===== src/rtl/irq_pkg.sv =====
// Shared types and constants for the 4-line interrupt controller.
package irq_pkg;

  localparam int IRQ_LINES = 4;
  localparam int IRQ_ID_W  = 2;

  typedef enum logic [1:0] {
    IRQ_IDLE    = 2'd0,
    IRQ_REQ     = 2'd1,
    IRQ_SERVICE = 2'd2
  } irq_state_t;

endpackage


===== src/rtl/priority_encoder.sv =====
// 4-to-2 priority encoder: line 3 has the highest priority; valid flags any request.
module priority_encoder
  import irq_pkg::*;
(
  input  logic [IRQ_LINES-1:0] req,
  output logic [IRQ_ID_W-1:0]  id,
  output logic                 valid
);

  // Highest-index set bit wins.
  always_comb begin
    id    = 2'd0;
    valid = (req != '0);
    if (req[3])      id = 2'd3;
    else if (req[2]) id = 2'd2;
    else if (req[1]) id = 2'd1;
    else             id = 2'd0;
  end

endmodule


===== src/rtl/irq_ctrl4.sv =====
// 4-line interrupt controller: synchronise, latch pending (edge or level),
// mask, arbitrate and hand the winner to the CPU via req/ack/eoi.
module irq_ctrl4
  import irq_pkg::*;
#(
  parameter int                   SYNC_STAGES = 2,
  parameter logic [IRQ_LINES-1:0] EDGE_MASK   = 4'b0000
) (
  input  logic                 clk,
  input  logic                 rst_n,
  input  logic [IRQ_LINES-1:0] irq_in,
  input  logic [IRQ_LINES-1:0] mask,
  input  logic                 irq_ack,
  input  logic                 eoi,
  output logic                 irq_req,
  output logic [IRQ_ID_W-1:0]  irq_id,
  output logic                 busy,
  output logic [IRQ_LINES-1:0] pending
);

  logic [SYNC_STAGES-1:0][IRQ_LINES-1:0] sync_q;
  logic [IRQ_LINES-1:0] sync_s;
  logic [IRQ_LINES-1:0] prev_q;
  logic [IRQ_LINES-1:0] pend_q;
  logic [IRQ_LINES-1:0] pend_next;
  logic [IRQ_LINES-1:0] ack_clr;
  logic [IRQ_LINES-1:0] eligible;
  logic [IRQ_ID_W-1:0]  win_id;
  logic                 win_valid;
  logic                 ack_take;
  irq_state_t           state;
  irq_state_t           next_state;
  logic [IRQ_ID_W-1:0]  next_id;

  assign sync_s   = sync_q[SYNC_STAGES-1];
  assign ack_take = (state == IRQ_REQ) && irq_ack;
  assign ack_clr  = ack_take ? (IRQ_LINES'(1) << irq_id) : '0;
  // Edge lines: a fresh edge beats a simultaneous ack clear. Level lines track s.
  assign pend_next = (EDGE_MASK & ((sync_s & ~prev_q) | (pend_q & ~ack_clr)))
                   | (~EDGE_MASK & sync_s);
  assign eligible = pend_q & ~mask;
  assign pending  = pend_q;

  // Synchroniser chain, previous-value flop and pending register.
  always_ff @(posedge clk or negedge rst_n) begin
    if (!rst_n) begin
      sync_q <= '0;
      prev_q <= '0;
      pend_q <= '0;
    end else begin
      if (SYNC_STAGES > 1) sync_q <= {sync_q[SYNC_STAGES-2:0], irq_in};
      else                 sync_q <= irq_in;
      prev_q <= sync_s;
      pend_q <= pend_next;
    end
  end

  priority_encoder u_prio (
    .req   (eligible),
    .id    (win_id),
    .valid (win_valid)
  );

  // Next-state and id latch: the id is frozen from REQ until the next IDLE arbitration.
  always_comb begin
    next_state = state;
    next_id    = irq_id;
    case (state)
      IRQ_IDLE: begin
        if (win_valid) begin
          next_state = IRQ_REQ;
          next_id    = win_id;
        end
      end
      IRQ_REQ: begin
        if (irq_ack) next_state = IRQ_SERVICE;
      end
      IRQ_SERVICE: begin
        if (eoi) next_state = IRQ_IDLE;
      end
      default: next_state = IRQ_IDLE;
    endcase
  end

  // State, id and registered CPU-facing outputs.
  always_ff @(posedge clk or negedge rst_n) begin
    if (!rst_n) begin
      state   <= IRQ_IDLE;
      irq_id  <= '0;
      irq_req <= 1'b0;
      busy    <= 1'b0;
    end else begin
      state   <= next_state;
      irq_id  <= next_id;
      irq_req <= (next_state == IRQ_REQ);
      busy    <= (next_state == IRQ_SERVICE);
    end
  end

endmodule


===== config.mk =====
export PLATFORM = sky130hd
export DESIGN_NAME = irq_ctrl4
export DESIGN_NICKNAME = d
export VERILOG_FILES = /design/src/rtl/irq_pkg.sv /design/src/rtl/priority_encoder.sv /design/src/rtl/irq_ctrl4.sv
export SDC_FILE = /design/constraint.sdc
export NUM_CORES = 1
export LEC_CHECK = 0
export CAP_MARGIN = 30
export CORE_MARGIN = 4
export CORE_UTILIZATION = 41
export CTS_BUF_LIST = sky130_fd_sc_hd__clkbuf_16
export DETAILED_ROUTE_END_ITERATION = 10
export HOLD_SLACK_MARGIN = 0.02
export PLACE_DENSITY = 0.81
export SKIP_CTS_REPAIR_TIMING = 1
export SYNTH_ARGS = -nofsm -noshare
export SYNTH_HDL_FRONTEND = slang
export SYNTH_SLANG_ARGS = --single-unit

===== constraint.sdc =====
create_clock -name clk -period 1.13 [get_ports clk]
set_input_delay 0.113 -clock clk [delete_from_list [all_inputs] [get_ports clk]]
set_output_delay 0.113 -clock clk [all_outputs]
set_load 0.05 [all_outputs]

==> summary.txt <==
STA
  • Min Hold Slack: 205 ps
  • Worst-margin pin slew: 221 ps
  • Final TNS setup: 0 ps
  • Fin. Hold Viols: 0
  • Fin crit share: 92.4%
  • Pins Over Slew Limit: 0
  • Slew headroom: 85.3%
  • RSZ-0062 raised after global routing: false
  • Max Clock Skew: 1.44 ps
  • Setup violations, final: 0
  • Tmin final: 1040 ps
  • Max frequency: 0.957 GHz

Final layout
  • Design area: 982 um2
  • Share of cells above drive strength 1: 34.4%
  • Antenna Cells: 0
  • Post-route non-filler standard cell count: 79
  • Fin nets: 77
  • Commonest non-fill, non-tap cell in the layout: dfrtp_1
  • Area delta synth->final: 69.5%
  • Commonest cells after routing, fill and taps aside: dfrtp_1, clkdlybuf4s50_1, buf_12

Floorplan
  • Starting Density: 44.0%
  • Die Span X: 45.6 um
  • Die Y: 45.6 um
  • FP Rows: 13
  • Top Ports: 20
  • Die ar.: 2080 um2
  • Core footprint: 1320 um2

GRT
  • GRT overflow: 0
  • First-pass GRT wire length: 1730 um
  • Global-route usage over all layers: 12.6%
  • Initial antenna violation count: 0
  • Vias in the first global route: 394
  • Largest net degree at the start of global routing: 19

Critical path
  • Crit path DAT: 1170 ps
  • CP Class: register to register
  • Critical path peak fanout: 2
  • Setup crit end kind: register
  • R2r endpoint: irq_id[1]$_DFFE_PN0P_
  • R2R Setup Slk: 90 ps
  • R2r startpoint: pending[3]$_DFF_PN0_
  • Worst Path Required: 1260 ps
  • Reg2reg path depth: 3
  • CP endpoint: irq_id[1]$_DFFE_PN0P_
  • Critical path startpoint: pending[3]$_DFF_PN0_
  • Critical Path Source Type: register

Yosys
  • Synth Instances: 39
  • Synth area leader: dfrtp_1
  • Syn_nets: 51
  • Top post-synthesis cells by area: dfrtp_1, nor2b_1, nand2_1, o21ai_2, nor2_4
  • Sequential cell area fraction in the yosys report: 77.8%
  • Post-synth top area share: 77.8%
  • Avg Synthesized Cell Area: 14.9 um2
  • Library cells used by synthesis: 12
  • Syn Std Cell Area: 579 um2
  • Synth Register Bits: 18
  • Ys Warns: 0

Clock tree
  • CTS tree: yes
  • CTS clk-pin slew, worst paths: 50 ps
  • Root buf cell: clkbuf_16
  • Clk sink count: 18
  • Total CTS buffers: 3
  • Bufs on Longest Clock Path: 2
  • Clk_lat worst skew: 240 ps
  • Htree depth: 1

Drt
  • Remaining routing DRC violations: 0
  • Wirelength per Cell: 13.8 um
  • Routed wire length: 1090 um
  • Routed Antenna Nets: 0
  • DRT Pass-1 Iters: 4
  • Via density: 4.78
  • Vias: 378
  • Initial DRC Count: 3

Hold path
  • Worst hold-check path type: input pin to asynchronous set/reset pin

Power and ir drop
  • PwrDens: 2520 nW/um2
  • Pleak: 0.452 nW
  • Worst VDD drop: 1.61 mV

Place
  • Placer Congestion: 0.766
  • Placed cells: 75
  • Final HPWL DP: 843 um
  • IO buf count: 19
  • Placed Area: 903 um2

Run status
  • Outcome: finished, final reports clean

Job
  • MaxCap Viol Count: 0
-- power by group --
group	switching, mW	internal, mW	leakage [nW]
Combinational	0.452	0.449	0.202
Clock	0.207	0.468	0.0423
Sequential	0.128	0.774	0.208
Total	0.787	1.69	0.452
-- flip-flops by register name, summed over array words and instances (netlist names) --
| register | cells |
|---|---|
| busy | 1 |
| irq_id | 2 |
| irq_req | 1 |
| pend_next | 4 |
| pending | 4 |
| state | 2 |
| sync_q | 4 |
-- cell families (layout without fill, tap and decap cells) --
family / Yosys count / count (layout) / share of synthesized area (%)
simple gates: 15 / 15 / 13.8
compound gates: 5 / 5 / 7.78
flops: 18 / 18 / 77.8
buf+inv: 1 / 26 / 0.647
-- area by class of cell --
class / count / area (um2)
clock buffers: 3 / 75.1
clock inverters: 1 / 3.75
fillers: 81 / 335
inverters: 1 / 3.75
multi-input cells: 20 / 140
flip-flops and latches: 18 / 455
well taps: 15 / 18.8
repair buffers: 21 / 285
-- per-stage QoR --
stage / util (%) / worst slack (ps) / total power [mW]
after floorplan: - / 2.39 / 1.33
after global placement: 68.6 / -4.41 / 1.79
after detailed placement: 68.6 / -30.8 / 1.82
after CTS: 74.5 / 76.5 / 2.51
after global routing: 74.5 / 47.1 / 2.60
final: 74.5 / 85.4 / 2.48
-- Yosys cell counts, drive strengths merged --
cell / number
dfrtp: 18
nand2: 5
nor2b: 4
nor2: 3
nand3: 2
o21ai: 2
a21bo: 1
a2bb2oi: 1
inv: 1
nand3b: 1
o221ai: 1
-- routing by layer --
metal	up-vias	wire (um)	global-route usage, %
li1	178	-	-
met1	177	387	13.9
met2	19	582	19.2
met3	4	97	5.14
met4	0	21	9.36
met5	-	0	0
-- worst min path at each step --
stage | slack, ps | to | cells past startpoint | from
6_report | 200 | irq_id[0]$_DFFE_PN0P_ | 2 | rst_n
5_1_grt | 230 | pending[2]$_DFF_PN0_ | 2 | rst_n
4_1_cts | 210 | irq_req$_DFF_PN0_ | 2 | rst_n
3_5_place_dp | 340 | pending[2]$_DFF_PN0_ | 0 | pend_next[2]$_DFF_PN0_
3_3_place_gp | 330 | pending[0]$_DFF_PN0_ | 0 | pend_next[0]$_DFF_PN0_
2_1_floorplan | -180 | busy$_DFF_PN0_ | 0 | rst_n
-- worst max-delay path, stage by stage (launching register included) --
cell and delay [ps]:
dfrtp_2 410, nor2b_4 140, o21ai_2 150, a21bo_1 220
Power figures use the tool's default switching activity.
